===== src/rtl/crc5_tx_serializer.sv =====
// rtl/crc5_tx_serializer.sv - word-in, serial-out frame of WIDTH data bits (LSB first) plus USB CRC5 (MSB first)
// Optional LAST_DOWN output marking the final CRC bit: define CRC5_TX_LAST_EN.
module crc5_tx_serializer #(
  parameter int WIDTH = 11
) (
  input  logic             CLK,
  input  logic             RESET,
  input  logic [WIDTH-1:0] DATA_UP,
  input  logic             VALID_UP,
  output logic             READY_UP,
  output logic             DATA_DOWN,
  output logic             VALID_DOWN,
  input  logic             READY_DOWN
`ifdef CRC5_TX_LAST_EN
  ,
  output logic             LAST_DOWN
`endif
);

  // Counter also walks the five CRC bits, so it never drops below 3 bits.
  localparam int CW0   = $clog2(WIDTH + 1);
  localparam int CNT_W = (CW0 < 3) ? 3 : CW0;
  localparam logic [CNT_W-1:0] LAST_DATA = CNT_W'(WIDTH - 1);
  localparam logic [CNT_W-1:0] LAST_CRC  = CNT_W'(4);
  localparam logic [CNT_W-1:0] CNT_ONE   = CNT_W'(1);

  typedef enum logic [1:0] {
    IDLE = 2'd0,
    DATA = 2'd1,
    CRC  = 2'd2
  } state_t;

  state_t           state_q, state_d;
  logic [WIDTH-1:0] sr_q, sr_d;
  logic [4:0]       crc_q, crc_d;
  logic [CNT_W-1:0] cnt_q, cnt_d;
  logic [4:0]       crc_sh;

  assign crc_sh = crc_q << cnt_q[2:0];

  always_ff @(posedge CLK) begin
    if (RESET) begin
      state_q <= IDLE;
      sr_q    <= '0;
      crc_q   <= 5'b11111;
      cnt_q   <= '0;
    end else begin
      state_q <= state_d;
      sr_q    <= sr_d;
      crc_q   <= crc_d;
      cnt_q   <= cnt_d;
    end
  end

  always_comb begin
    state_d    = state_q;
    sr_d       = sr_q;
    crc_d      = crc_q;
    cnt_d      = cnt_q;
    READY_UP   = 1'b0;
    VALID_DOWN = 1'b0;
    DATA_DOWN  = 1'b0;
`ifdef CRC5_TX_LAST_EN
    LAST_DOWN  = 1'b0;
`endif
    case (state_q)
      IDLE: begin
        READY_UP = 1'b1;
        cnt_d    = '0;
        crc_d    = 5'b11111;
        if (VALID_UP) begin
          sr_d    = DATA_UP;
          state_d = DATA;
        end
      end
      DATA: begin
        VALID_DOWN = 1'b1;
        DATA_DOWN  = sr_q[0];
        if (READY_DOWN) begin
          sr_d  = sr_q >> 1;
          crc_d = {crc_q[3:0], 1'b0} ^ ((sr_q[0] ^ crc_q[4]) ? 5'b00101 : 5'b00000);
          if (cnt_q == LAST_DATA) begin
            cnt_d   = '0;
            state_d = CRC;
          end else begin
            cnt_d = cnt_q + CNT_ONE;
          end
        end
      end
      CRC: begin
        VALID_DOWN = 1'b1;
        DATA_DOWN  = ~crc_sh[4];
`ifdef CRC5_TX_LAST_EN
        LAST_DOWN  = (cnt_q == LAST_CRC);
`endif
        if (READY_DOWN) begin
          if (cnt_q == LAST_CRC) begin
            cnt_d   = '0;
            state_d = IDLE;
          end else begin
            cnt_d = cnt_q + CNT_ONE;
          end
        end
      end
      default: state_d = IDLE;
    endcase
  end

endmodule


===== config.mk =====
export PLATFORM = sky130hd
export DESIGN_NAME = crc5_tx_serializer
export DESIGN_NICKNAME = d
export VERILOG_FILES = /design/src/rtl/crc5_tx_serializer.sv
export SDC_FILE = /design/constraint.sdc
export NUM_CORES = 1
export LEC_CHECK = 0
export ABC_AREA = 1
export BUFFER_PORTS_ARGS = -buffer_cell sky130_fd_sc_hd__buf_2
export CAP_MARGIN = 20
export CORE_UTILIZATION = 56
export DETAILED_ROUTE_END_ITERATION = 10
export GPL_TIMING_DRIVEN = 0
export PLACE_DENSITY_LB_ADDON = 0.3
export SLEW_MARGIN = 15
export SYNTH_ARGS = -nofsm -noshare
export SYNTH_HDL_FRONTEND = slang
export SYNTH_SLANG_ARGS = --single-unit
export TNS_END_PERCENT = 5

===== constraint.sdc =====
create_clock -name CLK -period 1.8 [get_ports CLK]
set_input_delay 0.36 -clock CLK [delete_from_list [all_inputs] [get_ports CLK]]
set_output_delay 0.36 -clock CLK [all_outputs]
set_load 0.02 [all_outputs]

==> impl_metrics.tcl <==
set metrics [dict create \
    crit_slowest_cell "dfxtp_2" \
    maxCapViolations 0 \
    pwr-share-comb_pct 55.8 \
    p_switching_uw 1038 \
    hold_violations 0 \
    clock_path_buffers 2 \
    final.setup.worst_slack_ps 17.52 \
    io_buffers 16 \
    viasPerCell 5.421 \
    die-height_um 50.02 \
    antenna_found_initial 0 \
    worst_pin_slew_ps 355.4 \
    antenna_left 0 \
    cp-end-kind "output port" \
    syn_area_um2 1291 \
    drtIter0Drc 27 \
    yosys_warnings 0 \
    ios 18 \
    cts_tree "built" \
    finalSetupViolations 0 \
    register_area_um2 447.9 \
    worst-endpoint-required_ps 1440 \
    die_x_um 50.02 \
    fp-row-count 17 \
    multi_input_area_um2 742.0 \
    grt_pass1_wl_mm 5.188 \
    hold_buffers 0 \
    slew_viol_final 0 \
    clkPwrFrac_pct 12.1 \
    synth_ff_type "dfxtp_1" \
    grt_max_degree 13 \
    leakagePower_uw 0.0007229 \
    path_class "reg2out" \
    worst-path-buf-inv 2 \
    synth_nets 211 \
    powerDensity_nw_per_um2 1532 \
    clk_latency_ps 310 \
    synth-edff-count 0 \
    drtPass1Iterations 4 \
    track_usage_pct 26.91 \
    fmax_mhz 561.0 \
    hold_path_class "in2reg" \
    gp_congestion 0.8124 \
    antenna_cells 0 \
    stdcell_count 242 \
    grt_pass1_vias 1233 \
    start_kind "flop" \
    cts_sinks 22 \
    initial_utilization_pct 58.94 \
    drive_gt1_share_pct 23.83 \
    clkSlewWorstSetupHoldPaths_ps 130 \
    drc_errors 0 \
    ys_ff_latch 22 \
    power_frac_seq_pct 32.1 \
    crit_family "flip-flops" \
    period_share_pct 99.03 \
    worstPathCellList "inv_2 > ha_2 > o21a_1 > nand2_1 > a21oi_2 > buf_4" \
    syn_area_per_cell_um2 6.832 \
    worst_path_largest_cell_delay_ps 360 \
    num_vias 1312 \
    dp.cells 233 \
    wl_per_cell_um 12.39 \
    drt-total-wl_mm 2.998 \
    grt_overflow_total 0 \
    hpwlAfterDp_mm 2.095 \
    rsz0062_at_grt "true" \
    switching_share_pct 44.53 \
    die_area_um2 2502 \
    nets 237 \
    status "completed" \
    core_area_um2 2191 \
    place_ws_ps 91.47 \
    slew_headroom_pct 76.22 \
    worstPathArrival_ps 1420 \
    path_max_fanout 3 \
    synthCells 189 \
    fill_cells 199 \
    period_needed_ps 1782 \
    yosysUniqueCellTypes 25 \
    syn_to_final_growth_pct 17.83 \
    peakVddDrop_uv 1150 \
    final.setup_skew_ps 3.708 \
    p_int_uw 1293 \
    seq_area_frac_synth_pct 34.11 \
    numCtsBuffers 3 \
    async_flop_share_pct 0 \
    root_buffer "clkbuf_4" \
    htree_levels 1 \
]
## metal layers
| layer | GRT usage, % | up-vias | wire length (µm) |
|---|---|---|---|
| li1 | - | 658 | - |
| met1 | 34.09 | 605 | 1365 |
| met2 | 45.11 | 45 | 1460 |
| met3 | 4.012 | 4 | 140 |
| met4 | 10.48 | 0 | 31 |
| met5 | 0 | - | 0 |
## state kept, by name, summed over array words and instances (netlist names)
| name | cells |
|---|---|
| cnt_q | 4 |
| state_q | 2 |
| crc_q | 5 |
| sr_q | 11 |
## power groups by stage
stage	clock (µW)	sequential, µW	combinational (µW)
after detailed placement	0	744	1150
after global routing	298	762	1450
final	283	748	1300
after floorplan	0	719	924
after global placement	0	735	1110
after CTS	283	741	1250
## path summary, 6_finish.rpt
path                           startpoint                     to  slack [ps]  cells past startpoint
setup / recovery  state_q[0]$_SDFFE_PP0P_              DATA_DOWN          20                      6
hold / removal                      RESET  cnt_q[1]$_SDFFE_PP0P_         340                      2
setup reg to reg  state_q[1]$_SDFFE_PP0P_   sr_q[4]$_SDFFE_PP0P_          90                      9
hold reg to reg      sr_q[7]$_SDFFE_PP0P_   sr_q[7]$_SDFFE_PP0P_         470                      2
## synthesized netlist by cell type (3+ instances only)
master     n  area, µm²
buf_2      3      15.01
nand2_1   64      240.2
o211ai_1   3      22.52
a21oi_1   16      80.08
nor2_1    10      37.54
buf_6      4      45.04
inv_1     17      63.81
nand3_1   19      95.09
ha_1       7      87.58
dfxtp_1   22      440.4
o21ai_0   10      50.05
## per-stage QoR
step	instance area, µm²	util (%)	hold WS (ps)	setup TNS [ps]	power, µW
after floorplan	1291	-	423.8	0	1642
after global placement	1406	64.19	434.7	0	1843
after detailed placement	1406	64.19	456.0	0	1896
after CTS	1503	68.59	331.7	0	2278
after global routing	1521	69.45	365.3	-38.75	2511
final	1521	69.45	338.5	0	2332
## timing repair
action / CTS / global route
buffers inserted: 6 / 0
endpoints found under the hold margin: 0 / 0
gates resized for setup: 9 / 7
pin swaps: 0 / 2
endpoints found under the setup margin: 1 / 13
## cells by family after synthesis
kind of cell	count (synthesis)	synth area share, %
simple gates	99	32.46
compound gates	33	14.83
buf+inv	26	10.46
flops	22	34.11
fa+ha+maj	7	6.783
xor+xnor	2	1.357
## placed cells by master, fill, tap and decap left out, types with 4 or more instances in the layout
master / Yosys / final
a21oi_1: 16 / 15
buf_2: 3 / 17
buf_4: 1 / 8
buf_6: 4 / 4
dfxtp_1: 22 / 18
ha_1: 7 / 5
inv_1: 17 / 14
nand2_1: 64 / 64
nand3_1: 19 / 19
nor2_1: 10 / 9
o21ai_0: 10 / 9
## area by class of cell
cell class / instances / share of cell area [%]
Multi-Input combinational cell: 141 / 48.77
Sequential cell: 22 / 29.44
Timing Repair Buffer: 22 / 8.388
Inverter: 18 / 4.605
Buffer: 7 / 4.112
Clock buffer: 4 / 2.385
Tap cell: 28 / 2.303
No activity file was read; power rests on OpenSTA's default activity.
